<file path="config.mk">
export PLATFORM = sky130hd
export DESIGN_NAME = noc_credit_link
export DESIGN_NICKNAME = d
export VERILOG_FILES = /design/src/rtl/noc_credit_link.sv
export SDC_FILE = /design/constraint.sdc
export NUM_CORES = 1
export LEC_CHECK = 0
export ABC_AREA = 0
export BUFFER_PORTS_ARGS = -buffer_cell sky130_fd_sc_hd__clkbuf_2
export CORE_AREA = 5 5 182 184
export CTS_CLUSTER_SIZE = 10
export DETAILED_ROUTE_END_ITERATION = 8
export DIE_AREA = 0 0 187 189
export MAX_ROUTING_LAYER = met4
export PLACE_DENSITY_LB_ADDON = 0.3
export SLEW_MARGIN = 0
export SYNTH_ARGS = -nofsm -noshare
export SYNTH_HDL_FRONTEND = slang
export SYNTH_SLANG_ARGS = --single-unit
</file>
<file path="constraint.sdc">
create_clock -name clk_noc -period 1.9 [get_ports clk_noc]
set_input_delay 0.095 -clock clk_noc [delete_from_list [all_inputs] [get_ports clk_noc]]
set_output_delay 0.095 -clock clk_noc [all_outputs]
set_load 0.01 [all_outputs]
</file>
<file path="src/rtl/noc_credit_link.sv">
// noc_credit_link: multi-channel retiming link between neighbouring mesh routers.
// Flits travel forward and credits travel backward through NUM_PIPELINE register stages.
// Each channel also watches the upstream side for credit, framing and statistics events.
module noc_credit_link #(
  parameter int unsigned NUM_LINKS    = 4,
  parameter int unsigned FLIT_WIDTH   = 32,
  parameter int unsigned DEST_WIDTH   = 6,
  parameter int unsigned NUM_PIPELINE = 1,
  parameter int unsigned LINK_CREDITS = 4,
  parameter int unsigned STAT_WIDTH   = 16
) (
  input  logic                                  clk_noc,
  input  logic                                  rst_n,
  input  logic [NUM_LINKS-1:0][FLIT_WIDTH-1:0]  data_in,
  input  logic [NUM_LINKS-1:0][DEST_WIDTH-1:0]  dest_in,
  input  logic [NUM_LINKS-1:0]                  is_tail_in,
  input  logic [NUM_LINKS-1:0]                  send_in,
  output logic [NUM_LINKS-1:0]                  credit_out,
  output logic [NUM_LINKS-1:0][FLIT_WIDTH-1:0]  data_out,
  output logic [NUM_LINKS-1:0][DEST_WIDTH-1:0]  dest_out,
  output logic [NUM_LINKS-1:0]                  is_tail_out,
  output logic [NUM_LINKS-1:0]                  send_out,
  input  logic [NUM_LINKS-1:0]                  credit_in,
  input  logic                                  clear_stats,
  output logic [NUM_LINKS-1:0]                  err_credit_underflow,
  output logic [NUM_LINKS-1:0]                  err_credit_overflow,
  output logic [NUM_LINKS-1:0]                  err_dest_change,
  output logic [NUM_LINKS-1:0][STAT_WIDTH-1:0]  flit_count,
  output logic [NUM_LINKS-1:0][STAT_WIDTH-1:0]  pkt_count
);

  localparam int unsigned CntW = $clog2(LINK_CREDITS + 1);
  localparam logic [CntW-1:0] MaxCredits = CntW'(LINK_CREDITS);

  typedef enum logic [0:0] {
    StIdle,
    StInPkt
  } frame_state_e;

  for (genvar gl = 0; gl < NUM_LINKS; gl++) begin : g_link

    // ------------------------------------------------------------------
    // Retiming pipeline (forward flit bundle, backward credit)
    // ------------------------------------------------------------------
    if (NUM_PIPELINE == 0) begin : g_wire
      assign send_out[gl]    = send_in[gl];
      assign data_out[gl]    = data_in[gl];
      assign dest_out[gl]    = dest_in[gl];
      assign is_tail_out[gl] = is_tail_in[gl];
      assign credit_out[gl]  = credit_in[gl];
    end else begin : g_pipe
      logic [NUM_PIPELINE-1:0]                 r_send;
      logic [NUM_PIPELINE-1:0]                 r_tail;
      logic [NUM_PIPELINE-1:0]                 r_credit;
      logic [NUM_PIPELINE-1:0][FLIT_WIDTH-1:0] r_data;
      logic [NUM_PIPELINE-1:0][DEST_WIDTH-1:0] r_dest;

      // Shift every stage by one each cycle; reset flushes in-flight flits and credits.
      always_ff @(posedge clk_noc) begin
        if (!rst_n) begin
          r_send   <= '0;
          r_tail   <= '0;
          r_credit <= '0;
          r_data   <= '0;
          r_dest   <= '0;
        end else begin
          r_send[0]   <= send_in[gl];
          r_tail[0]   <= is_tail_in[gl];
          r_credit[0] <= credit_in[gl];
          r_data[0]   <= data_in[gl];
          r_dest[0]   <= dest_in[gl];
          for (int s = 1; s < NUM_PIPELINE; s++) begin
            r_send[s]   <= r_send[s-1];
            r_tail[s]   <= r_tail[s-1];
            r_credit[s] <= r_credit[s-1];
            r_data[s]   <= r_data[s-1];
            r_dest[s]   <= r_dest[s-1];
          end
        end
      end

      assign send_out[gl]    = r_send[NUM_PIPELINE-1];
      assign is_tail_out[gl] = r_tail[NUM_PIPELINE-1];
      assign credit_out[gl]  = r_credit[NUM_PIPELINE-1];
      assign data_out[gl]    = r_data[NUM_PIPELINE-1];
      assign dest_out[gl]    = r_dest[NUM_PIPELINE-1];
    end

    // ------------------------------------------------------------------
    // Credit accounting, seen from the upstream sender's point of view
    // ------------------------------------------------------------------
    logic [CntW-1:0] r_cred_cnt;
    logic [CntW-1:0] w_cred_cnt_nxt;
    logic            w_underflow;
    logic            w_overflow;

    // Next credit count; illegal send/credit events hold the counter and raise a flag.
    always_comb begin
      w_cred_cnt_nxt = r_cred_cnt;
      w_underflow    = 1'b0;
      w_overflow     = 1'b0;
      case ({send_in[gl], credit_out[gl]})
        2'b10: begin
          if (r_cred_cnt == '0) w_underflow = 1'b1;
          else                  w_cred_cnt_nxt = r_cred_cnt - 1'b1;
        end
        2'b01: begin
          if (r_cred_cnt == MaxCredits) w_overflow = 1'b1;
          else                          w_cred_cnt_nxt = r_cred_cnt + 1'b1;
        end
        default: ;
      endcase
    end

    // Credit counter register; unaffected by clear_stats.
    always_ff @(posedge clk_noc) begin
      if (!rst_n) r_cred_cnt <= MaxCredits;
      else        r_cred_cnt <= w_cred_cnt_nxt;
    end

    // ------------------------------------------------------------------
    // Packet framing monitor
    // ------------------------------------------------------------------
    frame_state_e          r_state;
    frame_state_e          w_state_nxt;
    logic [DEST_WIDTH-1:0] r_pkt_dest;
    logic [DEST_WIDTH-1:0] w_pkt_dest_nxt;
    logic                  w_dest_err;

    // Framing next state: head latches dest, tail returns to idle, body dest must match head.
    always_comb begin
      w_state_nxt    = r_state;
      w_pkt_dest_nxt = r_pkt_dest;
      w_dest_err     = 1'b0;
      case (r_state)
        StIdle: begin
          if (send_in[gl] && !is_tail_in[gl]) begin
            w_state_nxt    = StInPkt;
            w_pkt_dest_nxt = dest_in[gl];
          end
        end
        StInPkt: begin
          if (send_in[gl]) begin
            if (dest_in[gl] != r_pkt_dest) w_dest_err = 1'b1;
            if (is_tail_in[gl])            w_state_nxt = StIdle;
          end
        end
        default: w_state_nxt = StIdle;
      endcase
    end

    // Framing state and latched head dest; unaffected by clear_stats.
    always_ff @(posedge clk_noc) begin
      if (!rst_n) begin
        r_state    <= StIdle;
        r_pkt_dest <= '0;
      end else begin
        r_state    <= w_state_nxt;
        r_pkt_dest <= w_pkt_dest_nxt;
      end
    end

    // ------------------------------------------------------------------
    // Statistics and sticky error flags
    // ------------------------------------------------------------------
    logic [STAT_WIDTH-1:0] r_flit_cnt;
    logic [STAT_WIDTH-1:0] r_pkt_cnt;
    logic                  r_err_uf;
    logic                  r_err_of;
    logic                  r_err_dest;

    // Counters wrap naturally; clear_stats wins over any event in the same cycle.
    always_ff @(posedge clk_noc) begin
      if (!rst_n || clear_stats) begin
        r_flit_cnt <= '0;
        r_pkt_cnt  <= '0;
        r_err_uf   <= 1'b0;
        r_err_of   <= 1'b0;
        r_err_dest <= 1'b0;
      end else begin
        if (send_in[gl])                   r_flit_cnt <= r_flit_cnt + 1'b1;
        if (send_in[gl] && is_tail_in[gl]) r_pkt_cnt  <= r_pkt_cnt + 1'b1;
        if (w_underflow)                   r_err_uf   <= 1'b1;
        if (w_overflow)                    r_err_of   <= 1'b1;
        if (w_dest_err)                    r_err_dest <= 1'b1;
      end
    end

    assign flit_count[gl]           = r_flit_cnt;
    assign pkt_count[gl]            = r_pkt_cnt;
    assign err_credit_underflow[gl] = r_err_uf;
    assign err_credit_overflow[gl]  = r_err_of;
    assign err_dest_change[gl]      = r_err_dest;
  end

endmodule

</file>
# --- Word level (Yosys, flattened, before mapping) ---
# Index checks and enable logic that the tools add are counted.
totals:
  ram_bits: 0
  latch_bits: 0
  mem_count: 0
  romBits: 0
  output_inout_bits: 304
  register_bits: 344
op_classes:
  n_mul: 0
  div: 0
  n_bitwise: 4
  n_addsub: 16
  muxes: 56
  n_reduce_logical: 30
  order_cmp: 0
  n_eq_ne: 24
  n_shift: 0
op_table:
  columns: ["operator", "n"]
  rows:
  - ["adder 16 x 1 -> 16 bit (second input constant)", 8]
  - ["2-to-1 mux 1 bit", 40]
  - ["2-to-1 mux 3 bit", 8]
  - ["inequality test 6 bit", 4]
  - ["one-hot mux 3 bit (2 select lines)", 4]
  - ["inequality test 2 bit (second input constant)", 8]
  - ["adder 3 x 1 -> 3 bit (second input constant)", 4]
  - ["equality test 3 bit (second input constant)", 4]
  - ["logical NOT 3 bit", 4]
  - ["AND reduction 3 bit", 4]
  - ["subtractor 3 x 1 -> 3 bit (second input constant)", 4]
  - ["equality test 2 x 1 -> 1 bit (second input constant)", 4]
  - ["equality test 2 bit (second input constant)", 4]
  - ["logical AND 1 bit", 8]
  - ["one-hot mux 1 bit (2 select lines)", 4]
  - ["AND reduction 2 bit", 4]
  - ["nonzero test 2 bit", 4]
  - ["logical NOT 1 bit", 5]
  - ["NOT 1 bit", 4]
  - ["logical OR 1 bit", 1]

# --- Longest topological paths before layout ---
depth:
  depth_word: 4
  ltp_mapped: 7
  mapped_depth_nobuf: 7

# --- Worst setup path after synthesis ---
# No wires, ideal clock.
synth_path:
  kind: "reg-to-reg"
  start: "register g_link[2].r_pkt_cnt[0]"
  end: "register g_link[2].r_pkt_cnt[14]"
  t_required_ns: 1.829
  t_arrival_ns: 1.659
  slack_ns: 0.170
  path_buffers: 0
  setup_ns: 0.071
  stages_incl_launch_ff: 6
  synth_period_minus_slack_ns: 1.730
  cell_sequence: "dfxtp_1 ha_1 nand2_1 or4_4 or3_1 a21oi_1"
synth_via:
  elab_chain_len: 1
synth_rtl:
  columns: ["element", "line_no", "rtl"]
  rows:
  - ["from (decl)", "167", "logic [STAT_WIDTH-1:0] r_pkt_cnt;"]
  - ["from (signal assigned)", "182", "if (send_in[gl] && is_tail_in[gl]) r_pkt_cnt <= r_pkt_cnt + 1'b1;"]
  - ["adder 16 x 1 -> 16 bit", "182", null]
# Every way passes these cells.
# A chain may end at the register's enable or synchronous reset.

# --- Worst setup path in the final report ---
layout_path:
  start: "register g_link[2].r_pkt_cnt[0]"
  end: "register g_link[2].r_pkt_cnt[12]"
# The elaborated chain is that of the path after synthesis.

==> metrics.txt <==
Critical-path top delay cell or4_4; HP Start clear_stats; FP Rows between 60 and 70; core area 31200 um^2; CTS Buf Count 41; Critical Path AT around 2.2 ns; Die X between 150 and 200 um; #FFs+latches synth 344; starting DRC count in detailed routing ~460; CTS clk-pin slew, worst paths 0.05 ns; critical path class flip-flop to flip-flop; number of flops mapped to enable cells by yosys 0; Pre-antenna DRT Iters 4; DRC viols 0; layout cells sized above 1 a little under 30%; r2r setup slk approximately 0.16 ns; RSZ-0062 raised after global routing no; CTS tree built; Tightest Hold Check Type input port to flip-flop; Cells after DPL around 2.1k; Die Footprint 35300 um^2; GRT overflow 0; commonest non-fill, non-tap cell in the layout clkbuf_2; period utilisation layout 91.5%; reg-to-reg startpoint g_link[2].r_pkt_cnt[0]; Clock Skews roughly 0.014 ns; Worst EP required roughly 2.3 ns; Port Buf Inserts 470; Syn Nets about 1.5k; Peak VDD IR ~670 uV; post-DP HPWL 26500 um; Max Fclk 0.575 GHz; Clock Tree Buf Depth 3; TritonCTS Sinks 344; Post-Synthesis Cells between 1k and 1.5k; initial antenna violation count 5; GPL Wtd Cong approximately 0.89; # Post-CTS Setup Buffers 0; Worst setup SP type flip-flop; worst-path cell chain ha_1 > nand2_1 > or4_4 > or3_1 > a21oi_1; global-route wire length before repair a little over 60000 um; Syn-to-layout area delta 43.1%; overall power about 16000 uW; pin count of the biggest net entering global routing about 200; via density per instance 4.80; Clk Latency, worst-skew pair approximately 0.52 ns; DIE HEIGHT ~190 um; Global Route Usage Sum a little over a fifth; Slew HR between 50 and 60%; worst slew pin tran ~0.7 ns; Fin. Hold Viols 0; Tmin final approximately 1.7 ns; leakage ~0.008 uW; commonest cells after routing, fill and taps aside clkbuf_2 (469), dfxtp_1 (344), and2_1 (169), dlygate4sd3_1 (164), nor2_1 (116); fin area around 18000 um^2; Area after DPL between 15000 and 20000 um^2; status finished, final reports clean; final net count about 2.1k; YS warnings 0; initial core utilization 40.5%; Post-Route WL 38200 um; setup tns final 0 ns; asr flop ratio synth 0%; Detail Route Antenna Nets 0; sequential-to-total area share from yosys stat a little over half; H-tree levels 2; critical path's largest stage delay roughly 0.53 ns; Max Cap Violations 0; power density over cell area 886 nW/um^2; CP Launch Point g_link[2].r_pkt_cnt[0]; Critical Path Fanout Max 4; final setup vio count 0; final hold slack about 0.12 ns; root buf cell clkbuf_16; vias in the first global route ~11k; post-synth cell types 45; routed len/inst 16.5 um; IO Pins 471; critical path endpoint category flip-flop; final cell count without fillers ~2.3k; Final Slew Violations 0; Mapped Avg Cell Area slightly below 10 um^2; vias 11.1k; dominant synthesized flop cell dfxtp_1; Cell Area, Synth 12700 um^2
-- Yosys cell counts (10+ instances only) --
master	instances	area (um^2)
clkbuf_1	43	161
and3_1	10	62.6
o21ai_0	28	140
nor2b_1	31	194
a31oi_1	12	75.1
nand4_1	42	263
mux2i_1	34	340
xnor2_1	60	526
xor2_1	53	464
a21oi_1	43	215
nor2_1	116	435
nand2_1	57	214
and4_1	10	87.6
inv_1	29	109
buf_4	25	188
nand3_1	40	200
dfxtp_1	344	6890
ha_1	10	125
nor3_1	19	95.1
or3_1	20	125
nor4_1	17	106
and2_1	169	1060
-- worst paths after layout --
path / endpoint / cells past startpoint
max: g_link[2].r_pkt_cnt[12] / 5
min reg2reg: g_link[1].r_err_dest / 2
min: g_link[0].r_flit_cnt[11] / 5
max reg2reg: g_link[2].r_pkt_cnt[12] / 5
-- repair_timing --
action | CTS | global route
hold buffers | 164 | 0
endpoints found under the hold margin | 195 | 0
gates resized for setup | 0 | 0
-- worst max-delay path: cells and delay by family (launching register included) --
kind / cells / cell delay, ns
AND/OR/NAND/NOR: 3 / 0.93
flip-flops: 1 / 0.39
adder cells (fa/ha/maj): 1 / 0.20
AO/OA/AOI/OAI: 1 / 0.14
-- cells by family after synthesis --
logic type               after synthesis  share of synthesized area [%]
flip-flops                           344                           54.4
adder cells (fa/ha/maj)               14                           1.62
AO/OA/AOI/OAI                        108                           5.10
XOR/XNOR                             113                           7.82
AND/OR/NAND/NOR                      554                           24.0
buffers and inverters                109                           4.12
multiplexers                          36                           2.95
-- power by group --
part | total [uW] | internal, uW | switching, uW | leakage [uW]
sequential | 7660 | 7500 | 154 | 0.00282
clock | 6860 | 4090 | 2770 | 0.000562
combinational | 1540 | 811 | 729 | 0.00452
total | 16100 | 12400 | 3650 | 0.00790
-- stage by stage --
step | setup slack (ns) | util, %
after floorplan | 0.170 | -
final | 0.161 | 58.0
after global placement | 0.212 | 49.1
after global routing | 0.00115 | 58.0
after detailed placement | 0.176 | 49.1
after CTS | 0.166 | 58.0
-- cell type report --
type | count | area (um^2)
Inverter | 29 | 109
Multi-Input combinational cell | 825 | 5260
Clock buffer | 51 | 1120
Clock inverter | 2 | 17.5
Fill cell | 2607 | 13100
Antenna cell | 5 | 12.5
Timing Repair Buffer | 659 | 4210
Sequential cell | 344 | 6890
Tap cell | 402 | 503
-- routing by layer --
metal,part of all wire [%],track usage (%),routed length [um],vias to the layer above
met2,50,37.0,19000,370
met1,40,24.1,15100,5165
met3,6.1,4.85,2330,89
met4,4.6,9.22,1740,0
met5,0,-,0,-
li1,-,-,-,5495
-- state kept, by name (all words and copies together) (netlist names), named ones only --
signal	flops
g_link.g_pipe.r_data	128
g_link.r_pkt_dest	24
g_link.r_err_uf	4
g_link.g_pipe.r_dest	24
g_link.r_err_dest	4
g_link.g_pipe.r_credit	4
g_link.r_err_of	4
g_link.g_pipe.r_tail	4
g_link.r_pkt_cnt	64
g_link.r_cred_cnt	12
g_link.g_pipe.r_send	4
g_link.r_flit_cnt	64
(Power assumes the default switching activity.)
